<file path="config.mk">
export PLATFORM = sky130hd
export DESIGN_NAME = score_bcd_counter
export DESIGN_NICKNAME = d
export VERILOG_FILES = /design/src/rtl/score_bcd_counter.sv
export SDC_FILE = /design/constraint.sdc
export NUM_CORES = 1
export LEC_CHECK = 0
export BUFFER_PORTS_ARGS = -buffer_cell sky130_fd_sc_hd__buf_2
export CORE_UTILIZATION = 35
export CTS_CLUSTER_DIAMETER = 200
export DETAILED_ROUTE_END_ITERATION = 10
export GPL_TIMING_DRIVEN = 0
export REMOVE_ABC_BUFFERS = 1
export SLEW_MARGIN = 20
export SYNTH_ARGS = -nofsm -noshare
export SYNTH_HDL_FRONTEND = slang
export SYNTH_SLANG_ARGS = --single-unit
</file>
<file path="constraint.sdc">
create_clock -name Clk50 -period 9.43 [get_ports Clk50]
set_input_delay 1.886 -clock Clk50 [delete_from_list [all_inputs] [get_ports Clk50]]
set_output_delay 1.886 -clock Clk50 [all_outputs]
set_load 0.02 [all_outputs]
</file>
<file path="src/rtl/score_bcd_counter.sv">
// score_bcd_counter: frame-driven 5-digit BCD score with high score, milestone blink/hide timing (Clk50, Reset_n, frame_tick, run, restart -> score_digits, hi_digits, blink_active, blink_hide, new_hi)
module score_bcd_counter #(
  parameter int FRAMES_PER_POINT = 10,
  parameter int MILESTONE_MOD = 100,
  parameter int BLINK_FRAMES = 200,
  parameter int BLINK_PERIOD = 50
) (
  input  logic        Clk50,
  input  logic        Reset_n,
  input  logic        frame_tick,
  input  logic        run,
  input  logic        restart,
  output logic [19:0] score_digits,
  output logic [19:0] hi_digits,
  output logic        blink_active,
  output logic        blink_hide,
  output logic        new_hi
);
  localparam logic [1:0] IDLE = 2'd0;
  localparam logic [1:0] RUN  = 2'd1;
  localparam logic [1:0] OVER = 2'd2;
  localparam int BW = $clog2(BLINK_FRAMES + 1);
  logic [1:0]    state;
  logic [19:0]   score;
  logic [19:0]   score_inc;
  logic [19:0]   milestone_val;
  logic [7:0]    frame_cnt;
  logic [BW-1:0] blink_cnt;
  logic          carry;
  logic          point;
  logic          milestone;
  always_comb begin
    carry = 1'b1;
    score_inc = score;
    for (int i = 0; i < 5; i++) begin
      score_inc[4*i +: 4] = carry ? (score[4*i +: 4] == 4'd9 ? 4'd0 : score[4*i +: 4] + 4'd1) : score[4*i +: 4];
      carry = carry && score[4*i +: 4] == 4'd9;
    end
  end
  assign point = frame_cnt == 8'(FRAMES_PER_POINT);
  assign milestone = MILESTONE_MOD == 100 && score_inc[7:0] == 8'h00 && score_inc != 20'h0;
  assign score_digits = blink_active ? milestone_val : score;
  assign blink_hide = blink_active && (32'(blink_cnt) % BLINK_PERIOD >= BLINK_PERIOD / 2);
  always_ff @(posedge Clk50 or negedge Reset_n)
    if (!Reset_n) begin
      state <= IDLE;
      score <= '0;
      hi_digits <= '0;
      milestone_val <= '0;
      frame_cnt <= 8'd1;
      blink_cnt <= '0;
      blink_active <= 1'b0;
      new_hi <= 1'b0;
    end else if (restart) begin
      state <= IDLE;
      score <= '0;
      frame_cnt <= 8'd1;
      blink_cnt <= '0;
      blink_active <= 1'b0;
      new_hi <= 1'b0;
    end else begin
      if (frame_tick && blink_active) begin
        blink_cnt <= blink_cnt == BW'(BLINK_FRAMES - 1) ? '0 : blink_cnt + 1'b1;
        blink_active <= blink_cnt != BW'(BLINK_FRAMES - 1);
      end
      case (state)
        IDLE: if (run) state <= RUN;
        RUN:
          if (!run) begin
            state <= OVER;
            if (score > hi_digits) begin
              hi_digits <= score;
              new_hi <= 1'b1;
            end
          end else if (frame_tick) begin
            frame_cnt <= point ? 8'd1 : frame_cnt + 8'd1;
            if (point) score <= score_inc;
            // a fresh milestone overrides any blink ending on the same tick
            if (point && milestone) begin
              milestone_val <= score_inc;
              blink_active <= 1'b1;
              blink_cnt <= '0;
            end
          end
        default: ;
      endcase
    end
endmodule

</file>
==> results.md, run 1 <==
* Area grow syn2layout at 12.22%
* Ant. Diodes at 0
* Fin. Hold Viols at 0
* Port Buffers at 47
* Share of flip-flops with an asynchronous set or reset at 100.0%
* Number of detailed-routing iterations run before antenna repair at 8
* Hold Crit Class: reg -> reg
* Main combinational cell family by area after synthesis: simple AND/OR/NAND/NOR gates
* Post-synthesis cell type count at 68
* Crit path max fanout at 11
* Switching pwr at 0.1591 mW
* Vias/cell at 5.511
* Max Freq at 0.1593 GHz
* All-Layer GR Usage at approximately 18%
* Die area at about 0.017 mm²
* CTS root buffer: clkbuf_16
* CP endpoint kind: output pin
* Vias in the first global route at slightly below 5k
* Placed cell area at about 0.006 mm²
* Clock buffer depth at 2
* Most frequent cells in the layout: dfrtp_1 (78), nand2_1 (61), nor2_1 (54), buf_2 (50)
* Synth Area in Compound Gates at between 10% and 20%
* Max-cap violation count at 0
* Pin count of the biggest net entering global routing at 42
* YS warnings at 0
* Comb power frac at 2.7%
* Initial antenna violation count at 0
* Mux cell area share after synthesis at 6.795%
* Remaining antenna violation count at 0
* Initial core utilization at a little over a third
* Synth Area in Simple Gates at 21.60%
* Share of power burned in registers at between 40% and 50%
* Failing checks: DRC
* Clk slew on worst S/H paths at roughly 60 ps
* RSZ-0062 raised after global routing: false
* Post-Syn Instances at between 600 and 700
* First-pass GRT wire length at between 20000 and 25000 µm
* Synth top area share at 34.97%
* Total Wirelength at about 14000 µm
* Primary FF master, synth: dfrtp_1
* Post-route cell area at 0.006344 mm²
* CP Cell Sequence: inv_1 > ha_1 > or3_1 > and2_1 > ha_1 > o31ai_2 > and2_1 > a21oi_1 > nor2_1 > ha_1 > nor4_1 > a221oi_1 > o221ai_1 > a41oi_1 > buf_2
* Setup Fix Bufs, Post-CTS at 0
* CTS sink count at 80
* Drc violations at 2
* Slew headroom at roughly a third
* Slowest stage delay, CP at roughly 660 ps
* PostCTS Resize Cnt at 0
* Slew @ Worst Pin at ~1000 ps
* Worst skew pair latency at approximately 340 ps
* Hold buffers post-CTS at 0
* Post-synth EDFFs at 0
* Commonest non-fill, non-tap cell in the layout: dfrtp_1
* H-tree depth at 3
* Crit path launch type: flop
* Flops & latches, synth at 80
* Layout cells sized above 1 at between 15 and 20%
* Die height at around 130 µm
* I/O pin count at 48
* Iteration-0 DRC Markers at 270
* Switching share of power at 22.36%
* Detail Placement HPWL at about 10000 µm
* Worst EP arrival at about 4400 ps
* Post-synth top area cell: dfrtp_1
* Clock skew at between 8 and 9 ps
* Setup_tns at 0 ps
* Pwr dens at 112.2 mW/mm²
* Worst VDD drop at 0.07455 mV
* Vias at 4877
* Crit path kind: reg -> out
* Sequential share of the synthesized area at 35.44%
* Cell-internal power at between 0.5 and 0.6 mW
* Clock Power Share at between 40% and 50%
* Final core occ at between 40% and 50%
* Clock period minus final worst setup slack at approximately 6300 ps
* GP Congestion at ~0.79
* Synth Area in XOR/XNOR at between 4 and 5%
* Pwr Total at between 0.7 and 0.8 mW
* Row Count at 46
* Clock tree from TritonCTS: done
* Synth top area cells: dfrtp_1 (35%), ha_1 (6.6%), nand2_1 (4.1%)
* Worst EP required at ~7500 ps
* Die X-Extent at around 130 µm
* Crit-path slowest cell: o31ai_2
* Mean Syn Cell Area at about 8.8 µm²
* CP most frequent cell: ha_1
* Gr ovfl total at 0
* Status: finished, violations left
* Leakage at approximately 2.9 nW
* Number of setup violations in the final report at 0
* Wire per inst at about 16 µm
* Nets@finish at approximately 700
* Synth Area in Adders at under 10%
* Max-slew violations at 0
* Fin crit share at roughly two thirds
* CTS Buf Count at 9
* Core area at around 0.016 mm²
* Synth Cell Area at between 0.005 and 0.006 mm²
[state kept, by name, summed over array words and instances, names as in the netlist]
name           flops
hi_digits         20
milestone_val     20
score             20
blink_cnt          8
frame_cnt          8
state              2
blink_active       1
new_hi             1
[layout make-up]
type | instances | area (µm²)
clock buffers | 10 | 229.0
clock inverters | 6 | 60.06
fillers | 1563 | 9484
inverters | 35 | 131.4
multi-input cells | 483 | 3341
flip-flops and latches | 80 | 2004
well taps | 216 | 270.3
repair buffers | 55 | 307.8
[power by group through the flow]
stage / clock [mW] / combinational (mW) / sequential, mW
4_1_cts: 0.354 / 0.0197 / 0.345
5_1_grt: 0.369 / 0.0220 / 0.345
3_5_place_dp: 0 / 0.0197 / 0.351
3_3_place_gp: 0 / 0.0176 / 0.351
6_report: 0.348 / 0.0190 / 0.345
2_1_floorplan: 0 / 0.00584 / 0.351
[layer usage]
layer | share of wire, % | track usage (%)
met1 | 45 | 22.26
met3 | 3.7 | 2.890
met5 | 0 | 0
met2 | 49 | 30.14
met4 | 1.7 | 6.367
[synth_stat cells (all sizes together), types with 9 or more instances]
cell type	instances
dfrtp	79
nand2	61
nor2	54
o21ai	38
inv	35
nor3	35
clkbuf	32
ha	30
mux2	29
o22ai	24
a21oi	22
a311o	20
xnor2	18
nand3	17
and2	15
xor2	14
buf	11
a21o	10
nand4	10
nor2b	9
[metrics by stage]
stage / hold WS (ps) / cells / worst slack [ps]
after floorplan: 447.4 / 598 / 1859
after global placement: 463.0 / 861 / -140.1
final: 481.4 / 885 / 3153
after global routing: 492.1 / 885 / 2813
after CTS: 484.8 / 885 / 2902
after detailed placement: 465.1 / 869 / 3290
[path summary, 6_finish.rpt]
path | startpoint | to | slack (ps) | cells past startpoint
worst max-delay path | blink_cnt[4]$_DFF_PN0_ | blink_hide | 3150 | 15
worst min-delay path | milestone_val[3]$_DFFE_PN0P_ | milestone_val[3]$_DFFE_PN0P_ | 480 | 1
worst min register to register | milestone_val[3]$_DFFE_PN0P_ | milestone_val[3]$_DFFE_PN0P_ | 480 | 1
worst max register to register | frame_cnt[4]$_DFFE_PN0P_ | milestone_val[18]$_DFFE_PN0P_ | 5770 | 7
max in group asynchronous | Reset_n | blink_active$_DFF_PN0_ | 7270 | 2
min in group asynchronous | Reset_n | milestone_val[3]$_DFFE_PN0P_ | 1540 | 1
[kinds of logic (layout without fill, tap and decap cells)]
logic type               after synthesis  after routing
AO/OA/AOI/OAI                        152            152
AND/OR/NAND/NOR                      238            238
multiplexers                          31             31
adder cells (fa/ha/maj)               30             30
buffers and inverters                 78            106
flip-flops                            80             80
XOR/XNOR                              32             32
[worst max-delay path, delay by kind of cell (launching register included)]
family / cells / cell delay, ps
AND/OR/NAND/NOR: 5 / 1030
adder cells (fa/ha/maj): 3 / 730
AO/OA/AOI/OAI: 5 / 1460
buffers and inverters: 2 / 290
flip-flops: 1 / 560
No activity file was read; power rests on OpenSTA's default activity.
==> inputs of run 2 (changes only) <==
==> constraint.sdc (replaced) <==
create_clock -name Clk50 -period 5.6 [get_ports Clk50]
set_input_delay 1.12 -clock Clk50 [delete_from_list [all_inputs] [get_ports Clk50]]
set_output_delay 1.12 -clock Clk50 [all_outputs]
set_load 0.02 [all_outputs]
==> run 2 against run 1 <==
  * The run still ends with DRC left
  * Total power grew 68%
  * Clock skew is essentially flat
  * First-iteration DRC count shrank 17%
  * Die area is the same
  * Worst hold slack is essentially flat
  * Sequential power grew 68%
  * Final area grew 0.14%
  * Utilization grew 0.055 points
  * Sequential cell count is the same
  * Count of clock-buffer cells in the layout is the same
  * Non-clock buffer count is the same
  * Via count is essentially flat
==> results.md, run 2 (synthesis gave the netlist of run 1 again) <==
* Pwr dens at between 150 and 200 mW/mm²
* Vias at just under 5k
* Non-filler cells, final at a little under 900
* Max-slew violations at 0
* Clock skew at 8.713 ps
* Post-route cell area at 0.006352 mm²
* Setup Fix Bufs, Post-CTS at 0
* Gr ovfl total at 0
* Worst EP required at approximately 4500 ps
* Top flop regs: hi_digits: 20 flops, milestone_val: 20 flops, score: 20 flops
* Die height at roughly 130 µm
* Placed cell area at between 0.006 and 0.007 mm²
* Crit path max fanout at 11
* Post-Place Setup Slack at roughly 230 ps
* Number of detailed-routing iterations run before antenna repair at 8
* Max-cap violation count at 0
* Cell-internal power at around 0.93 mW
* Hold buffers post-CTS at 0
* Clk slew on worst S/H paths at 60 ps
* Total Wirelength at ~14000 µm
* Final WS setup at about 380 ps
* RSZ-0062 raised after global routing: false
* Worst skew pair latency at between 300 and 400 ps
* Wire per inst at about 16 µm
* Slowest stage delay, CP at about 550 ps
* Worst EP arrival at about 4100 ps
* CP endpoint kind: output pin
* Detail Placement HPWL at ~10000 µm
* Layout cells sized above 1 at between 15 and 20%
* Fin. Hold Viols at 0
* CTS sink count at 80
* Share of power burned in registers at ~49%
* Grt met2 use at roughly 30%
* Ant. Diodes at 0
* CP Cell Sequence: inv_1 > ha_1 > or3_1 > and2_1 > ha_1 > o31ai_4 > and2_1 > a21oi_1 > nor2_1 > ha_1 > nor4_1 > a221oi_1 > o221ai_1 > a41oi_1 > buf_2
* GP Congestion at 0.7923
* First-pass GRT wire length at between 20000 and 25000 µm
* Met1 Resource Use GR at roughly 22%
* Clock period minus final worst setup slack at 5221 ps
* Remaining antenna violation count at 0
* Vias in the first global route at 4827
* Crit path kind: reg -> out
* Port Buffers at 47
* I/O pin count at 48
* GR Layer Usage met3 at 2.890%
* All-Layer GR Usage at ~18%
* Vias/cell at approximately 5.5
* Placed insts at 869
* H-tree depth at 3
* Clock Power Share at between 40% and 50%
* Slew headroom at 31.80%
* Drc violations at 2
* Area grow syn2layout at 12.37%
* Most frequent cells in the layout: dfrtp_1 (78), nand2_1 (61), nor2_1 (54), buf_2 (50)
* CTS Buf Count at 9
* Clock tree from TritonCTS: done
* CP most frequent cell: ha_1
* Initial core utilization at ~36%
* Nets@finish at 699
* Die X-Extent at between 100 and 150 µm
* Slew @ Worst Pin at roughly 1000 ps
* Failing checks: DRC
* Status: finished, violations left
* Comb power frac at 2.7%
* Crit path launch type: flop
* Pin count of the biggest net entering global routing at between 40 and 50
* Die area at around 0.017 mm²
* Number of setup violations in the final report at 0
* GR peak layer: met2
* Initial antenna violation count at 0
* Clock buffer depth at 2
* Crit path max-delay family: compound AO/OA/AOI/OAI gates
* Leakage at about 2.9 nW
* Commonest non-fill, non-tap cell in the layout: dfrtp_1
* Max Freq at around 0.19 GHz
* Iteration-0 DRC Markers at 225
* Fin crit share at about 93%
* Hold Crit Class: reg -> reg
* Crit-path slowest cell: dfrtp_1
* Switching pwr at between 0.2 and 0.3 mW
* Core area at between 0.015 and 0.02 mm²
* Buffers plus inverters on the worst setup path at 2
* Worst VDD drop at 0.1254 mV
* CTS root buffer: clkbuf_16
* Row Count at between 40 and 50
* Switching share of power at 22.35%
run 2: cell types whose count changed in the layout (fill, tap and decap cells not counted):
cell	previous run	this run
o31ai_2	1	0
o31ai_4	0	1
run 2: final cells by class:
cell class                 count  area [µm²]
timing repair buffer          55       307.8
tap                          216       270.3
clock inverter                 6       60.06
inverter                      35       131.4
sequential                    80        2004
fill                        1560        9475
clock buffer                  10       229.0
multi-input combinational    483        3349
run 2: metal layers:
layer  wire length, µm  share of wire, %
met5                 0                 0
met4               254               1.8
met3               398               2.9
met2              6796                49
met1              6289                46
run 2: power by group through the flow:
stage / combinational (mW) / clock, mW / sequential (mW)
global placement: 0.0296 / 0 / 0.592
global route: 0.0370 / 0.622 / 0.581
detailed placement: 0.0332 / 0 / 0.592
floorplan: 0.00983 / 0 / 0.591
CTS: 0.0332 / 0.596 / 0.581
finish: 0.0320 / 0.585 / 0.581
run 2: worst paths after layout:
path                                               from                             to  slack (ps)  depth (start not counted)
min reg2reg                milestone_val[3]$_DFFE_PN0P_   milestone_val[3]$_DFFE_PN0P_         480                          1
max                              blink_cnt[4]$_DFF_PN0_                     blink_hide         380                         15
max in group asynchronous                       Reset_n         blink_active$_DFF_PN0_        4200                          2
max reg2reg                    frame_cnt[4]$_DFFE_PN0P_  milestone_val[18]$_DFFE_PN0P_        1940                          7
min                        milestone_val[3]$_DFFE_PN0P_   milestone_val[3]$_DFFE_PN0P_         480                          1
min in group asynchronous                       Reset_n   milestone_val[3]$_DFFE_PN0P_         770                          1
run 2: stage by stage:
step                      setup TNS [ps]  power (mW)  utilization (%)  hold slack (ps)
after CTS                              0       1.210            40.07            484.8
after detailed placement               0      0.6248            38.21            465.1
after global placement            -66300      0.6211            37.61            463.0
final                                  0       1.198            40.13            481.3
after global routing                   0       1.239            40.13            492.1
after floorplan                   -25070      0.6012                -            447.4
run 2: repair_timing:
| action | in CTS | in global routing |
|---|---|---|
| setup endpoints to repair | 1 | 1 |
| pin swaps | 0 | 1 |
| gates resized for setup | 1 | 1 |
| gates cloned | 0 | 0 |
